--- src/rtl/seg_scan_if.sv ---
// rtl/seg_scan_if.sv - producer-to-scanner input handshake (data, blank mask, valid/ready)
interface seg_scan_if;
    logic [31:0] in_data;
    logic [7:0]  in_blank;
    logic        in_valid;
    logic        in_ready;

    modport master (output in_data, output in_blank, output in_valid, input in_ready);
    modport slave  (input in_data, input in_blank, input in_valid, output in_ready);
endinterface

--- src/rtl/seg_scan.sv ---
// rtl/seg_scan.sv - eight-digit multiplexed 7-segment scanner with tear-free one-entry update buffer
module seg_scan #(
    parameter int DIV = 100000
) (
    input  logic       CLK100MHZ,
    input  logic       CPU_RESETN,
    seg_scan_if.slave  s,
    output logic [3:0] nibble,
    output logic [7:0] en,
    output logic       frame_done
);
    localparam int            CW   = $clog2(DIV);
    localparam logic [CW-1:0] LAST = CW'(DIV - 1);

    logic [CW-1:0] cnt;
    logic [2:0]    idx;
    logic [31:0]   active_data;
    logic [7:0]    active_blank;
    logic [31:0]   pend_data;
    logic [7:0]    pend_blank;
    logic          pend_flag;

    logic          tick;
    logic          wrap;
    logic          load;
    logic          accept;
    logic [2:0]    idx_next;
    logic [31:0]   data_next;
    logic [7:0]    blank_next;

    assign tick       = (cnt == LAST);
    assign wrap       = tick && (idx == 3'd7);
    // Pending data only moves to the display at a frame boundary so a frame never mixes two values.
    assign load       = wrap && pend_flag;
    assign accept     = s.in_valid && !pend_flag;
    assign s.in_ready = !pend_flag;

    // Next-state views let the outputs register in step with idx and show freshly loaded data on the wrap edge.
    assign idx_next   = tick ? idx + 3'd1 : idx;
    assign data_next  = load ? pend_data  : active_data;
    assign blank_next = load ? pend_blank : active_blank;

    // Slot counter and digit index.
    always_ff @(posedge CLK100MHZ or negedge CPU_RESETN) begin
        if (!CPU_RESETN) begin
            cnt <= '0;
            idx <= 3'd0;
        end else begin
            cnt <= tick ? '0 : cnt + CW'(1);
            idx <= idx_next;
        end
    end

    // One-entry holding buffer; load and accept are exclusive because accept needs an empty buffer.
    always_ff @(posedge CLK100MHZ or negedge CPU_RESETN) begin
        if (!CPU_RESETN) begin
            pend_flag  <= 1'b0;
            pend_data  <= 32'h0;
            pend_blank <= 8'h00;
        end else if (load) begin
            pend_flag  <= 1'b0;
        end else if (accept) begin
            pend_flag  <= 1'b1;
            pend_data  <= s.in_data;
            pend_blank <= s.in_blank;
        end
    end

    // Displayed value, replaced only at the wrap.
    always_ff @(posedge CLK100MHZ or negedge CPU_RESETN) begin
        if (!CPU_RESETN) begin
            active_data  <= 32'h0;
            active_blank <= 8'hFE;
        end else begin
            active_data  <= data_next;
            active_blank <= blank_next;
        end
    end

    // Registered digit value, active-low anode enable and frame pulse.
    always_ff @(posedge CLK100MHZ or negedge CPU_RESETN) begin
        if (!CPU_RESETN) begin
            nibble     <= 4'h0;
            en         <= 8'hFE;
            frame_done <= 1'b0;
        end else begin
            nibble     <= data_next[{idx_next, 2'b00} +: 4];
            en         <= blank_next[idx_next] ? 8'hFF : ~(8'b1 << idx_next);
            frame_done <= wrap;
        end
    end
endmodule

--- src/flat_wrapper.sv ---
// flat-port wrapper written by rule: the top's interface ports become plain ports
module seg_scan_flat 
#(
    parameter int DIV = 100000
)
  (CLK100MHZ, CPU_RESETN, nibble, en, frame_done, s_in_data, s_in_blank, s_in_valid, s_in_ready);
  seg_scan_if s_i ();
  input  logic CLK100MHZ;
  input  logic CPU_RESETN;
  output logic [3:0] nibble;
  output logic [7:0] en;
  output logic frame_done;
  input wire logic [$bits(s_i.in_data)-1:0] s_in_data;
  input wire logic [$bits(s_i.in_blank)-1:0] s_in_blank;
  input wire logic [$bits(s_i.in_valid)-1:0] s_in_valid;
  output wire logic [$bits(s_i.in_ready)-1:0] s_in_ready;
  assign s_i.in_data = s_in_data;
  assign s_i.in_blank = s_in_blank;
  assign s_i.in_valid = s_in_valid;
  assign s_in_ready = s_i.in_ready;
  seg_scan #(.DIV(DIV)) u_core (.CLK100MHZ(CLK100MHZ), .CPU_RESETN(CPU_RESETN), .s(s_i), .nibble(nibble), .en(en), .frame_done(frame_done));
endmodule
--- config.mk ---
export PLATFORM = sky130hd
export DESIGN_NAME = seg_scan_flat
export DESIGN_NICKNAME = d
export VERILOG_FILES = /design/src/rtl/seg_scan_if.sv /design/src/rtl/seg_scan.sv /design/src/flat_wrapper.sv
export SDC_FILE = /design/constraint.sdc
export NUM_CORES = 1
export LEC_CHECK = 0
export BUFFER_PORTS_ARGS = -buffer_cell sky130_fd_sc_hd__buf_2
export CORE_MARGIN = 1.5
export CORE_UTILIZATION = 45
export CTS_BUF_LIST = sky130_fd_sc_hd__clkbuf_16
export CTS_CLUSTER_SIZE = 30
export DETAILED_ROUTE_END_ITERATION = 7
export PLACE_DENSITY_LB_ADDON = 0.15
export SLEW_MARGIN = 20
export SYNTH_ARGS = -nofsm -noshare
export SYNTH_HDL_FRONTEND = slang
export SYNTH_SLANG_ARGS = --single-unit
--- constraint.sdc ---
create_clock -name CLK100MHZ -period 4.1 [get_ports CLK100MHZ]
set_clock_uncertainty 0.15 [all_clocks]
set_input_delay 0.82 -clock CLK100MHZ [delete_from_list [all_inputs] [get_ports CLK100MHZ]]
set_output_delay 0.82 -clock CLK100MHZ [all_outputs]
set_load 0.05 [all_outputs]
# Word level (Yosys, flattened, before mapping)
# Index checks and enable logic that the tools add are counted.
# totals
ff_bits	114
latchBits	0
ram_bits	0
mem_bits_ro	0
in_bits	43
elab_cells	34
n_memories	0
# op_classes
add_sub_neg	2
n_mul	0
div	0
magnitude_cmp	1
n_eq_ne	2
shifts	2
n_mux	9
bitwise	2
n_reduce_logical	6
# op_table
operator	n
32-bit 2-to-1 mux	1
32-bit by 6-bit indexed part select with 4-bit output	1
17-bit by 1-bit adder with 17-bit output, second input constant	1
17-bit equality test, second input constant	1
17-bit 2-to-1 mux	1
8-bit 2-to-1 mux	2
8-bit NOT	1
1-bit by 3-bit left shift with 8-bit output, first input constant	1
3-bit by 4-bit < comparator with 1-bit output, second input constant	1
3-bit by 1-bit adder with 3-bit output, second input constant	1
1-bit binary-select mux with 3-bit select	1
3-bit equality test, second input constant	1
1-bit logical AND	3
1-bit 2-to-1 mux	3
3-bit 2-to-1 mux	1
2-bit AND reduction	1
2-bit nonzero test	1
1-bit logical NOT	1
1-bit NOT	1

# Longest topological paths before layout
# Gate-level depths: netlist of run 1.
# depth
depth_word	7
ltp_mapped	11
mapped_depth_nobuf	8

# Worst setup path before layout of run 1
# No wires, ideal clock.
# synth_timing
path_kind	reg-to-reg
start	register u_core.cnt[5]
end	register u_core.nibble[2]
t_arrival_ns	2.576
path_slack_ns	1.224
path_stages_with_launch	11
period_less_slack_ns	2.876
path_cell_list	dfrtp_1 > or4_4 > nor4_4 > nand3_2 > buf_2 > buf_2 > buf_2 > nand2_1 > a21oi_1 > nor4b_1 > a21oi_1
# synth_via
elab_chain_len	5
elab_cells_between_ends	6
# synth_rtl
element	line_no	source
start, declared	seg_scan.sv:15	logic [CW-1:0] cnt;
start signal, assigned	seg_scan.sv:49	cnt <= tick ? '0 : cnt + CW'(1);
17-bit equality test *	seg_scan.sv:31	assign tick = (cnt == LAST);
1-bit logical AND	seg_scan.sv:32	assign wrap = tick && (idx == 3'd7);
1-bit logical AND	seg_scan.sv:34	assign load = wrap && pend_flag;
32-bit 2-to-1 mux	seg_scan.sv:40	assign data_next = load ? pend_data : active_data;
32-bit by 6-bit indexed part select with 4-bit output *	seg_scan.sv:87	nibble <= data_next[{idx_next, 2'b00} +: 4];
end signal, assigned	seg_scan.sv:87	
end, declared	seg_scan.sv:8	output logic [3:0] nibble,
# Mark *: on every way between the ends. The rest lies on a longest branch, timed or not.
# A chain may end at the register's enable or synchronous reset.

# Worst setup path after layout of run 1
# layout_timing
start	register u_core.cnt[5]
end	register u_core.nibble[0]
# layout_via
elab_chain_len	5
elab_cells_between_ends	6
# layout_rtl
element	line_no	source
17-bit equality test	seg_scan.sv:31	
1-bit logical AND	seg_scan.sv:32	
1-bit logical AND	seg_scan.sv:34	
32-bit 2-to-1 mux	seg_scan.sv:40	
net u_core.data_next[12]	seg_scan.sv:28	logic [31:0] data_next;
32-bit by 6-bit indexed part select with 4-bit output	seg_scan.sv:87	
# The timed path passes the listed nets, and every way through them passes these cells.

==> reports/qor.txt, run 1 <==
Top cell type by total area after synthesis: dfrtp_1
Synth Area in XOR/XNOR: 2.955%
Die width: 105.7 um
Die height: 105.7 um
Pleak: 2.829 nW
Gr usage total: 18.77%
Final cell count without fillers: 623
Cells after DPL: 591
Vias: 3131
Final setup viols: 0
Crit Path Category: reg -> reg
Max frequency: 309.7 MHz
DRT Pass-1 Iters: 4
CP top delay family: simple AND/OR/NAND/NOR gates
Initial antenna violation count: 0
Clock power frac: 52.3%
Setup TNS: 0 ns
Sequential share of power: 44.5%
Crit-path slowest cell: or4_4
Distinct cells, synth: 34
Sw Ratio: 20.16%
H-tree depth: 4
Max VDD drop: 0.3075 mV
DR iter-0 viols: 136
Ys flop type: dfrtp_1
Share of the synthesized area in the top cell type: 52.77%
Fill cells: 908
Worst slew margin: 51.52%
CP cell instances: or4_4 -> nor4_4 -> nand3_2 -> buf_4 -> mux2_2 -> a21oi_1 -> nor4b_1 -> a21oi_1
Syn-to-layout area delta: 22.30%
DR DRC count: 0
P_sw: 0.0005450 W
Core area: 10280 um2
Resized cells post-CTS: 0
Final wirelength: 9363 um
Compound-Gate Fraction of Synth Area: 5.356%
Final Hold Fails: 0
Simple-gate area share of the yosys netlist: 15.78%
Measured slew at the worst slew-check pin: 0.7271 ns
Internal: 0.002159 W
Postcts setup bufs: 0
Global-route wire length before repair: 15880 um
Warnings, synthesis: 0
Syn_nets: 453
Clk buf depth: 2
RSZ-0062 raised after global routing: no
Final hold slack: 0.3088 ns
Top cells by count, synth: nand2_1 (102), dfrtp_1 (100), mux2_2 (50)
Critical path's largest stage delay: 0.57 ns
Initial Utilization: 46.14%
Top cell by count, worst path: a21oi_1
WL/cell: 15.03 um
Fin crit period: 3.228 ns
Clock Pin Slew Worst Setup and Hold Paths: 0.05 ns
Worst EP required: 4.22 ns
TritonCTS clock tree: yes
Layout Nets: 521
Cts bufs inserted: 17
EDFF count, synth: 0
Clk root buf: clkbuf_16
Detail Route Antenna Nets: 0
Post-synthesis mux area share: 12.82%
Synth Register Bits: 114
Largest family of logic cells by synthesized area: simple AND/OR/NAND/NOR gates
Worst setup SP type: flop
Vias in the first global route: 3223
Clk sinks: 114
Dpl hpwl: 6340 um
Port buffer count: 56
Layout cell share with drive strength beyond 1: 33.06%
Die area: 11160 um2
Final period utilization: 78.74%
Max-capacitance violation count: 0
Async set-reset flop share out of synthesis: 100.0%
Post-layout power: 0.002704 W
Pwr Density: 466.2 nW/um2
Combinational power share: 3.2%
Status: complete, no violations
Endpoint type of the worst setup path: flop
Top-count cell post-synth: nand2_1
Critical Path AT: 3.35 ns
Grt ovf: 0
Ranking of synthesized cells by area: dfrtp_1 (53%), mux2_2 (12%), nand2_1 (8.1%), dfstp_2 (7.8%), a21oi_1 (3.3%)
Crit-path max FO: 23
Clock Latency Late Sink: 0.40 ns
I/O pins: 57
Seq/Total Area, Yosys: 60.53%
Mapped Avg Cell Area: 11.65 um2
Buf+Inv Stages, Crit Path: 1
Synthesized area: 4742 um2
Slew Limit Fails: 0
Post-CTS Hold Buffers: 0
Cells after Synth: 407
GP Congestion: 0.7901
Largest net degree at the start of global routing: 59
Ant diodes: 0
Hold crit path type: reg -> reg
Row cnt: 37
Final core utilization: 56.43%
Routed vias/inst: 5.026
Post-synthesis adder-cell area fraction: 0.7916%
kinds of logic (layout without fill, tap and decap cells):
group	count (synthesis)	after routing
and+or+nand+nor	159	159
adders and majority gates	3	3
AOI/OAI and AO/OA	41	41
buffers and inverters	20	100
muxes	54	54
DFF	114	114
xor gates and xnor gates	16	16
layer usage:
layer	part of all wire, %	GRT usage, %
met1	45	23.68
met2	49	30.29
met3	4.5	6.184
met4	1.0	6.660
met5	0	0
cells in the final DEF (no fill, tap or decap), types with 3 or more instances in the layout:
| master | instances |
|---|---|
| mux2i_1 | 3 |
| and4_1 | 4 |
| nand2_1 | 102 |
| inv_1 | 5 |
| xor2_1 | 6 |
| mux2_2 | 50 |
| bufinv_16 | 3 |
| nand2b_1 | 7 |
| xnor2_1 | 10 |
| nand3_1 | 6 |
| nor2_1 | 15 |
| buf_4 | 8 |
| a21oi_1 | 31 |
| dfrtp_1 | 100 |
| buf_2 | 55 |
| a221oi_1 | 3 |
| nor3_1 | 4 |
| clkinv_2 | 3 |
| clkbuf_16 | 17 |
| nor4b_1 | 6 |
| and3_1 | 5 |
| ha_1 | 3 |
| clkinv_1 | 4 |
| dfstp_2 | 14 |
power by group through the flow:
stage | clock network, W | logic, W | registers [W]
after floorplan | 0 | 0.0000411 | 0.00121
after global placement | 0 | 0.0000863 | 0.00122
after detailed placement | 0 | 0.0000895 | 0.00122
after CTS | 0.00145 | 0.0000903 | 0.00120
after global routing | 0.00150 | 0.0000994 | 0.00121
final | 0.00141 | 0.0000866 | 0.00120
metrics by stage:
step	setup WS, ns	instance area [um2]
floorplan	1.224	4742
global placement	0.9144	5206
detailed placement	0.8589	5206
CTS	0.8538	5779
global route	0.6105	5799
finish	0.8715	5799
registers in the layout (all words and copies together) (netlist names):
name                 cells
u_core.active_data      32
u_core.pend_data        32
u_core.cnt              17
u_core.active_blank      8
u_core.en                8
u_core.pend_blank        8
u_core.nibble            4
u_core.idx               3
u_core.frame_done        1
u_core.pend_flag         1
worst paths after layout:
check                                       start                     end  slack (ns)  depth (start not counted)
setup / recovery                    u_core.cnt[5]        u_core.nibble[0]        0.87                          8
hold / removal             u_core.active_data[23]  u_core.active_data[23]        0.31                          2
setup reg to reg                    u_core.cnt[5]        u_core.nibble[0]        0.87                          8
hold reg to reg            u_core.active_data[23]  u_core.active_data[23]        0.31                          2
max in group asynchronous              CPU_RESETN   u_core.active_data[3]        2.73                          2
min in group asynchronous              CPU_RESETN       u_core.frame_done        0.33                          1
worst register-to-register path, stage by stage (launching register included):
cell     delay, ns
dfrtp_1       0.43
or4_4         0.57
nor4_4        0.30
nand3_2       0.42
buf_4         0.40
mux2_2        0.31
a21oi_1       0.18
nor4b_1       0.27
a21oi_1       0.07
cell type report:
cell class                 instances  area, um2  area share (%)
clock inverter                    14      147.6           2.546
sequential                       114       2870           49.49
multi-input combinational        273       1795           30.96
clock buffer                      17      425.4           7.335
tap                              136      170.2           2.934
inverter                           4      15.01          0.2589
timing repair buffer              65      375.4           6.472
No activity file was read; power rests on OpenSTA's default activity.
==> inputs of run 2 (changes only) <==
ABC_AREA = 1   (was default)
clock period = 2.82 ns   (was 4.1 ns; I/O delays follow)
==> run 2 against run 1 <==
Effect of this change:
- die area grew 7.9%
- synthesized cell count grew 29%
- register-to-register slack lost 0.53 ns
- clock-buffer cell count is the same
- combinational power grew 47%
- clock power grew 54%
- critical endpoint is now u_core.en[4]
==> reports/qor.txt, run 2 <==
Max VDD drop: 0.6005 mV (+95%)
Clk root buf: clkbuf_16
Postcts setup bufs: 0 (unchanged)
DRT Pass-1 Iters: 4 (unchanged)
Clock Latency Late Sink: 0.41 ns (about the same)
DR iter-0 viols: 217 (+60%)
Layout cell share with drive strength beyond 1: 30.95% (-2.1 points)
Largest net degree at the start of global routing: 45 (-24%)
Fin crit period: 2.481 ns (-0.7473 ns)
Most frequent cells in the layout: nand2_1 (154), dfrtp_1 (100), buf_2 (55)
Crit-path max FO: 11 (-52%)
Syn-to-layout area delta: 19.83%
Dpl hpwl: 7323 um (+16%)
Syn_nets: 571 (+26%)
Cts bufs inserted: 17 (unchanged)
Synth Register Bits: 114 (unchanged)
R2R depth: 11 (+3)
Async set-reset flop share out of synthesis: 100.0% (unchanged)
Ys flop type: dfrtp_1
CP Depth: 11 (+3)
I/O pins: 57 (unchanged)
CP cell instances: ha_1 -> nand3_2 -> inv_2 -> nand3_4 -> nand2_2 -> nand2_2 -> nor2_2 -> inv_1 -> nor2_1 -> nor2_1 -> nand3_1
Final Hold Fails: 0 (unchanged)
Post-layout power: 0.004045 W (+50%)
Critical Path AT: 2.68 ns (-0.67 ns)
Grt ovf: 0 (unchanged)
Slew Limit Fails: 0 (unchanged)
Top-count cell post-synth: nand2_1
Vias in the first global route: 3637 (+13%)
Initial antenna violation count: 0 (unchanged)
Max frequency: 403.0 MHz (+30%)
Critical path's largest stage delay: 0.49 ns (-0.08 ns)
Final hold slack: 0.2340 ns (-0.07474 ns)
Distinct cells, synth: 33 (-2.9%)
Setup TNS: 0 ns (unchanged)
Top cell type by total area after synthesis: dfrtp_1
Row cnt: 38 (+2.7%)
Endpoint type of the worst setup path: flop
EDFF count, synth: 0 (unchanged)
Max-capacitance violation count: 0 (unchanged)
TritonCTS clock tree: yes
Global-route wire length before repair: 18220 um (+15%)
Crit-path slowest cell: nor2_2
Synthesized area: 5129 um2 (+8.2%)
Warnings, synthesis: 0 (unchanged)
Vias: 3758 (+20%)
GP Congestion: 0.8644 (+9.4%)
Core area: 10980 um2 (+6.9%)
Crit Path Category: reg -> reg
Clock Pin Slew Worst Setup and Hold Paths: 0.05 ns (about the same)
Seq/Total Area, Yosys: 55.96% (-4.6 points)
Hold Path Cell Cnt: 2 (unchanged)
Most common cell after layout, fill and taps aside: nand2_1
Share of the synthesized area in the top cell type: 48.79% (-4.0 points)
Measured slew at the worst slew-check pin: 0.5919 ns (-0.1352 ns)
Worst setup SP type: flop
Top cells by count, synth: nand2_1 (155), dfrtp_1 (100), nand3_1 (41)
Clk buf depth: 2 (unchanged)
Mapped Avg Cell Area: 9.769 um2 (-16%)
Regs by FF count: u_core.active_data x32, u_core.pend_data x32, u_core.cnt x17
Worst slew margin: 60.50% (+9.0 points)
Ranking of synthesized cells by area: dfrtp_1 (49%), nand2_1 (11%), mux2_2 (8.3%), dfstp_2 (7.2%), nand3_1 (4.0%)
Pleak: 3.147 nW (+11%)
Status: complete, no violations
Clk sinks: 114 (unchanged)
Die height: 109.8 um (+3.9%)
Die width: 109.8 um (+3.9%)
Routed vias/inst: 5.072 (+0.91%)
Buf+Inv Stages, Crit Path: 2 (+1)
DR DRC count: 0 (unchanged)
H-tree depth: 4 (unchanged)
Final period utilization: 87.98% (+9.2 points)
Gr usage total: 20.37% (+1.6 points)
Ant diodes: 0 (unchanged)
Final wirelength: 10920 um (+17%)
Final setup viols: 0 (unchanged)
CP top delay family: simple AND/OR/NAND/NOR gates
Initial Utilization: 46.70% (+0.56 points)
Layout Nets: 635 (+22%)
Detail Route Antenna Nets: 0 (unchanged)
Hold crit path type: in -> reg
Die area: 12050 um2 (+7.9%)
Worst EP required: 3.02 ns (-1.20 ns)
WL/cell: 14.73 um (-2.0%)
RSZ-0062 raised after global routing: no
Cells after Synth: 525 (+29%)
Port buffer count: 56 (unchanged)
Pwr Density: 658.2 nW/um2 (+41%)
run 2: layout make-up:
cell class / count / area (um2)
fill: 996 / 4837
tap: 140 / 175.2
inverter: 41 / 153.9
multi-input combinational: 349 / 1977
clock buffer: 17 / 425.4
sequential: 114 / 2870
clock inverter: 14 / 171.4
timing repair buffer: 66 / 372.9
run 2: kinds of logic (layout without fill, tap and decap cells):
logic type      count (synthesis)  count (layout)  share of synthesized area [%]
mux                            38              38                          8.343
xor+xnor                        3               3                         0.5124
simple gates                  286             286                          26.35
fa+ha+maj                       3               3                         0.7320
buf+inv                        62             138                          5.538
compound gates                 19              19                          2.562
flops                         114             114                          55.96
run 2: path summary, 6_finish.rpt:
path                                   startpoint                     end  slack (ns)
min reg2reg                u_core.active_data[19]  u_core.active_data[19]        0.32
max reg2reg                         u_core.cnt[0]            u_core.en[4]        0.34
min in group asynchronous              CPU_RESETN        u_core.pend_flag        0.52
max in group asynchronous              CPU_RESETN            u_core.en[2]        1.24
max                                 u_core.cnt[0]            u_core.en[4]        0.34
min                                 s_in_data[16]    u_core.pend_data[16]        0.23
run 2: repair_timing:
action / CTS / global route
endpoints found under the hold margin: 30 / 0
hold buffers: 1 / 0
gates resized for setup: 0 / 0
endpoints found under the setup margin: 0 / 0
run 2: per-stage QoR:
stage	instances	util, %	cell area [um2]	worst slack, ns
CTS	741	55.96	6146	0.3499
detailed placement	709	50.43	5539	0.4023
global route	741	55.96	6146	0.1747
finish	741	55.96	6146	0.3389
floorplan	525	-	5129	0.8819
global placement	709	50.43	5539	0.4118
run 2: routing by layer:
metal	track usage (%)	part of all wire, %
met5	0	0
met4	6.772	1.2
met3	6.580	5.1
met2	30.66	45
met1	27.81	48
run 2: worst register-to-register path, cell delays in order (launching register included):
cell and delay, ns:
dfrtp_1 0.39, ha_1 0.22, nand3_2 0.16, inv_2 0.18, nand3_4 0.16, nand2_2 0.10
nand2_2 0.08, nor2_2 0.49, inv_1 0.14, nor2_1 0.16, nor2_1 0.10, nand3_1 0.09
run 2: report_power, final:
part           switching (W)  internal [W]
Sequential         0.0000399       0.00171
Clock               0.000721       0.00145
Combinational      0.0000558     0.0000715
